--- src/rtl/traffic_light_ctrl.sv ---
// rtl/traffic_light_ctrl.sv - fixed-time six-phase T-junction traffic light sequencer
//   clk       in   1  system clock, rising edge (nominally 1 Hz)
//   rst       in   1  asynchronous active-low reset
//   light_M1  out  3  main road direction 1 head, one-hot {red,yellow,green}
//   light_S   out  3  side road head
//   light_MT  out  3  main road turn lane head
//   light_M2  out  3  main road direction 2 head
module traffic_light_ctrl #(
  parameter int PRESCALE = 1,
  parameter int T_MAIN   = 7,
  parameter int T_YEL    = 2,
  parameter int T_TURN   = 5,
  parameter int T_SIDE   = 3
) (
  input  logic       clk,
  input  logic       rst,
  output logic [2:0] light_M1,
  output logic [2:0] light_S,
  output logic [2:0] light_MT,
  output logic [2:0] light_M2
);

  localparam logic [2:0] RED    = 3'b100;
  localparam logic [2:0] YELLOW = 3'b010;
  localparam logic [2:0] GREEN  = 3'b001;

  localparam logic [2:0] S1 = 3'd0;
  localparam logic [2:0] S2 = 3'd1;
  localparam logic [2:0] S3 = 3'd2;
  localparam logic [2:0] S4 = 3'd3;
  localparam logic [2:0] S5 = 3'd4;
  localparam logic [2:0] S6 = 3'd5;

  localparam int T_MAX_A = (T_MAIN > T_YEL) ? T_MAIN : T_YEL;
  localparam int T_MAX_B = (T_TURN > T_SIDE) ? T_TURN : T_SIDE;
  localparam int T_MAX   = (T_MAX_A > T_MAX_B) ? T_MAX_A : T_MAX_B;

  // Second counter only ever holds 0..T_MAX-1; keep at least one bit so a
  // degenerate all-ones-second configuration still elaborates.
  localparam int CNT_W = ($clog2(T_MAX) < 1) ? 1 : $clog2(T_MAX);
  localparam int PS_W  = ($clog2(PRESCALE) < 1) ? 1 : $clog2(PRESCALE);

  logic [2:0]       state;
  logic [2:0]       next_state;
  logic [CNT_W-1:0] sec_cnt;
  logic [CNT_W-1:0] dur_m1;
  logic [PS_W-1:0]  ps_cnt;
  logic             tick;
  logic             state_legal;

  // With PRESCALE=1 the prescaler sits at 0 and tick is permanently high.
  assign tick = (ps_cnt == PS_W'(PRESCALE - 1));

  always_ff @(posedge clk or negedge rst) begin
    if (!rst) begin
      ps_cnt <= '0;
    end else if (tick) begin
      ps_cnt <= '0;
    end else begin
      ps_cnt <= ps_cnt + 1'b1;
    end
  end

  always_comb begin
    dur_m1      = CNT_W'(T_MAIN - 1);
    next_state  = S1;
    state_legal = 1'b1;
    case (state)
      S1: begin dur_m1 = CNT_W'(T_MAIN - 1); next_state = S2; end
      S2: begin dur_m1 = CNT_W'(T_YEL - 1);  next_state = S3; end
      S3: begin dur_m1 = CNT_W'(T_TURN - 1); next_state = S4; end
      S4: begin dur_m1 = CNT_W'(T_YEL - 1);  next_state = S5; end
      S5: begin dur_m1 = CNT_W'(T_SIDE - 1); next_state = S6; end
      S6: begin dur_m1 = CNT_W'(T_YEL - 1);  next_state = S1; end
      default: state_legal = 1'b0;
    endcase
  end

  always_ff @(posedge clk or negedge rst) begin
    if (!rst) begin
      state   <= S1;
      sec_cnt <= '0;
    end else if (!state_legal) begin
      // Corrupted encodings restart the cycle without waiting for a tick.
      state   <= S1;
      sec_cnt <= '0;
    end else if (tick) begin
      if (sec_cnt == dur_m1) begin
        state   <= next_state;
        sec_cnt <= '0;
      end else begin
        sec_cnt <= sec_cnt + 1'b1;
      end
    end
  end

  // Pure Moore decode; illegal encodings show the S1 pattern for the single
  // cycle before recovery so every head stays one-hot.
  always_comb begin
    light_M1 = GREEN;
    light_M2 = GREEN;
    light_MT = RED;
    light_S  = RED;
    case (state)
      S2: begin light_M1 = GREEN;  light_M2 = YELLOW; light_MT = RED;    light_S = RED;    end
      S3: begin light_M1 = GREEN;  light_M2 = RED;    light_MT = GREEN;  light_S = RED;    end
      S4: begin light_M1 = YELLOW; light_M2 = RED;    light_MT = YELLOW; light_S = RED;    end
      S5: begin light_M1 = RED;    light_M2 = RED;    light_MT = RED;    light_S = GREEN;  end
      S6: begin light_M1 = RED;    light_M2 = RED;    light_MT = RED;    light_S = YELLOW; end
      default: begin light_M1 = GREEN; light_M2 = GREEN; light_MT = RED; light_S = RED; end
    endcase
  end

endmodule

--- config.mk ---
export PLATFORM = sky130hd
export DESIGN_NAME = traffic_light_ctrl
export DESIGN_NICKNAME = d
export VERILOG_FILES = /design/src/rtl/traffic_light_ctrl.sv
export SDC_FILE = /design/constraint.sdc
export NUM_CORES = 1
export LEC_CHECK = 0
export ABC_AREA = 0
export CAP_MARGIN = 20
export CORE_MARGIN = 8
export CORE_UTILIZATION = 30
export DETAILED_ROUTE_END_ITERATION = 7
export PLACE_DENSITY = 0.6
export REMOVE_ABC_BUFFERS = 1
export SYNTH_ARGS = -nofsm -noshare
export SYNTH_HDL_FRONTEND = slang
export SYNTH_SLANG_ARGS = --single-unit
--- constraint.sdc ---
create_clock -name clk -period 2.1 [get_ports clk]
set_input_delay 0.21 -clock clk [delete_from_list [all_inputs] [get_ports clk]]
set_output_delay 0.21 -clock clk [all_outputs]
set_load 0.05 [all_outputs]
# Word level (Yosys, flattened, before mapping)
# Cells that the tools add are included.
# op_classes
mul	0
mux	14
eq_ne	8
n_div	0
n_reduce_logical	6
shifts	0
bitwise	0
order_cmp	0
add_sub_neg	2
# op_table
operator	count
$pmux W3 S2	4
$mux W3	6
$pmux W3 S5	1
$pmux W3 S3	1
$eq A3 B2 Y1 const B	2
$eq A3 B3 Y1 const B	2
$reduce_or A6 Y1	1
$reduce_or A4 Y1	1
$add A3 B1 Y3 const B	1
$eq A3 B1 Y1 const B	1
$eq A3 B3 Y1	1
$logic_not A3 Y1	1
$reduce_or A3 Y1	1
$mux W1	2
$ne A2 B1 Y1 const B	1
$ne A2 B2 Y1 const B	1
$reduce_and A2 Y1	1
$reduce_or A2 Y1	1
$add A1 B1 Y1 const B	1
# word_totals
ramBits	0
latch_bits	0
memories	0
out_inout_bits	12
mem_bits_ro	0
regBits	7
inputBits	2

# Depth between registers and ports, before layout
# depth
depth_word	7
ltp_mapped	4

# Worst setup path after synthesis
# OpenSTA, ideal clock, no wires.
# synth_timing
path_type	reg-to-output
from	reg state[2]
to	out light_S[0]
required_ps	1890
path_stages_with_launch	5
path_slack_ps	-734
t_arrival_ps	2624
path_cell_list	dfrtp_1 > buf_2 > nor2b_1 > inv_1 > nor2_1
# synth_via
elab_chain_cells	2
elab_cells_between_ends	3
classes_between	eq/ne (2); mux (1)
# synth_lines
element	line_no	source
start, declared	43	logic [2:0] state;
start signal, assigned	89	state <= next_state;
$eq A3 B3 Y1	104	case (state)
$pmux W3 S2 (*)	104	
end, declared	18	output logic [2:0] light_S,
# Every way passes the cells marked *; elsewhere a longest branch is shown, timed or not.

# Worst setup path after layout
# Same ends and word-level chain as after synthesis.

==> reports/summary.txt <==
status -> finished, final reports clean
Syn Area/Cell -> 9.71 um^2
DP Area -> 510 um^2
Arr. time, crit path -> 1.46 ns
Mapped Cells -> 42
largest net degree at the start of global routing -> 12
most common cell after layout, fill and taps aside -> buf_4
synth unique cells -> 23
dpl ws -> 0.599 ns
# port buffers -> 13
Inserted Clock Buffers -> 3
final layout net count -> 61
cell family contributing the most delay on the critical path -> flip-flops
Detailed Route WL -> 855 um
Setup CP Type -> reg -> out
Setup violations, final -> 0
drt initial violations -> 9
CTS Sinks -> 6
height of the die -> 52.9 um
root buf cell -> clkbuf_4
met2 wire len -> 447 um
share of the synthesized area in the top cell type -> 36.8%
Hold Crit Class -> in -> async
met3 WL -> 23 um
drc violations -> 0
routability cong. -> 0.695
Inserted Diodes -> 0
setup slack after layout -> 0.427 ns
max-slew violations -> 0
slowest stage delay, CP -> 0.52 ns
P&R area growth vs syn -> 30.7%
crit path cell chain -> nor2b_1 -> inv_1 -> nor2_1 -> buf_4
DRT antenna net count -> 0
sequential area share after synthesis -> 36.8%
Final period util -> 79.6%
Slew @ Worst Pin -> 0.320 ns
first-pass GRT wire length -> 1430 um
highest-count cells in the layout ignoring fill and taps -> buf_4, nor2_1, dfrtp_1
r2r endpoint -> sec_cnt[2]
relative slew slack -> 78.6%
number of post-CTS setup repair buffers -> 0
die area -> 2800 um^2
total grt overflow -> 0
Hold-fix buffers, CTS -> 0
initial core utilization -> 31.7%
reg2reg start -> state[1]
Max-Cap Viols -> 0
skew final -> 0.00203 ns
endpoints failing hold -> 0
WP buf/inv -> 2
CTS tree -> yes
Pwr Density -> 413 nW/um^2
Max Used Layer -> met4
CTS max path bufs -> 2
hpwl dp -> 690 um
VDD IR-drop max -> 0.000248 V
initial antenna violation count -> 0
clk_lat worst skew -> 0.24 ns
final instance area -> 533 um^2
Worst path slowest cell -> dfrtp_1
width of the die -> 52.9 um
CTS-repair resized insts -> 0
vias after detailed routing -> 331
Synth area leader -> dfrtp_1
CP startpoint kind -> flip-flop
FILL cells -> 129
Synth area leaders -> dfrtp_1, a2111oi_4, nor2_1
vias in the first global route -> 315
YS warnings -> 0
Total Routing Usage GR -> 6.96%
layout cells sized above 1 -> 33.9%
f_max -> 0.598 GHz
# rows -> 13
CP max FO -> 11
Worst Reg-to-Reg Cells -> 3
clk slew on worst S/H paths -> 0.04 ns
Finished Core Util -> 41.5%
WP data required -> 1.89 ns
Netlist Area Pre-Place -> 408 um^2
Core Area -> 1280 um^2
# IOs -> 14
vias per cell -> 4.66
flop2flop setup slack -> 0.60 ns
Max H-tree Level -> 1
WL met1 -> 371 um
Worst Setup End Kind -> output pin
Seq cells post-synth -> 6
min cycle time layout -> 1.67 ns
drt pass-1 iters -> 4
Pleak -> 0.000264 uW
RSZ-0062 raised after global routing -> no
DR WL/cell -> 12.0 um
-- Yosys cell counts --
library cell / count
nand2b_1: 2
xnor2_1: 2
nand2_1: 1
a222oi_1: 1
buf_6: 1
mux2i_1: 1
ha_1: 1
dfrtp_1: 6
buf_2: 1
a21o_1: 2
and4bb_2: 1
inv_1: 2
or3b_4: 1
inv_2: 1
nor4b_1: 2
o21a_1: 1
nor3_1: 3
nor2_1: 7
nor4_1: 1
a2111oi_4: 1
nor2b_1: 1
xor2_1: 1
o21ai_0: 2
-- logic make-up after synthesis --
group,synth area share (%)
buf+inv,6.75
compound gates,17.2
fa+ha+maj,3.07
simple gates,27.3
flops,36.8
mux,2.45
xor+xnor,6.44
-- layer usage --
| metal | up-vias | GRT usage, % |
|---|---|---|
| met4 | 0 | 7.76 |
| met2 | 2 | 9.77 |
| met3 | 2 | 0.840 |
| met1 | 149 | 8.40 |
| met5 | - | 0 |
| li1 | 178 | - |
-- power by group --
part,switching (uW),internal [uW]
Clock,36.0,64.3
Combinational,2.03,1.65
Sequential,0,116
Total,38.0,182
-- sequential cells by signal, indices dropped and copies added, names as in the netlist --
signal / count
sec_cnt: 3
state: 3
-- worst reg2reg max path: stages (launching register included) --
cell,delay (ns)
dfrtp_1,0.48
or3b_4,0.45
a2111oi_4,0.34
nor4_1,0.10
-- stage by stage --
step / cells / hold WS [ns] / power (uW) / setup TNS, ns
final: 71 / 0.209 / 220 / 0
after global routing: 71 / 0.230 / 237 / 0
after CTS: 71 / 0.212 / 228 / 0
after detailed placement: 68 / 0.470 / 122 / 0
after global placement: 68 / 0.467 / 122 / 0
after floorplan: 40 / -0.0856 / 118 / -2.27
-- how the worst max path moves through the flow --
stage | start | endpoint | slack, ns | cells past startpoint
after floorplan | state[2] | light_S[0] | -0.73 | 3
after global placement | state[1] | sec_cnt[1] | 0.63 | 3
after detailed placement | state[1] | sec_cnt[2] | 0.60 | 3
after CTS | state[2] | light_S[0] | 0.41 | 4
after global routing | state[2] | light_S[0] | 0.26 | 4
final | state[2] | light_S[0] | 0.43 | 4
-- cell type report --
class | count | area [um^2] | share of cell area, %
multi-input combinational | 31 | 230 | 43.2
inverter | 3 | 11.3 | 2.11
timing repair buffer | 13 | 100 | 18.8
sequential | 6 | 150 | 28.2
clock buffer | 3 | 22.5 | 4.23
tap | 15 | 18.8 | 3.52
Power figures use the tool's default switching activity.
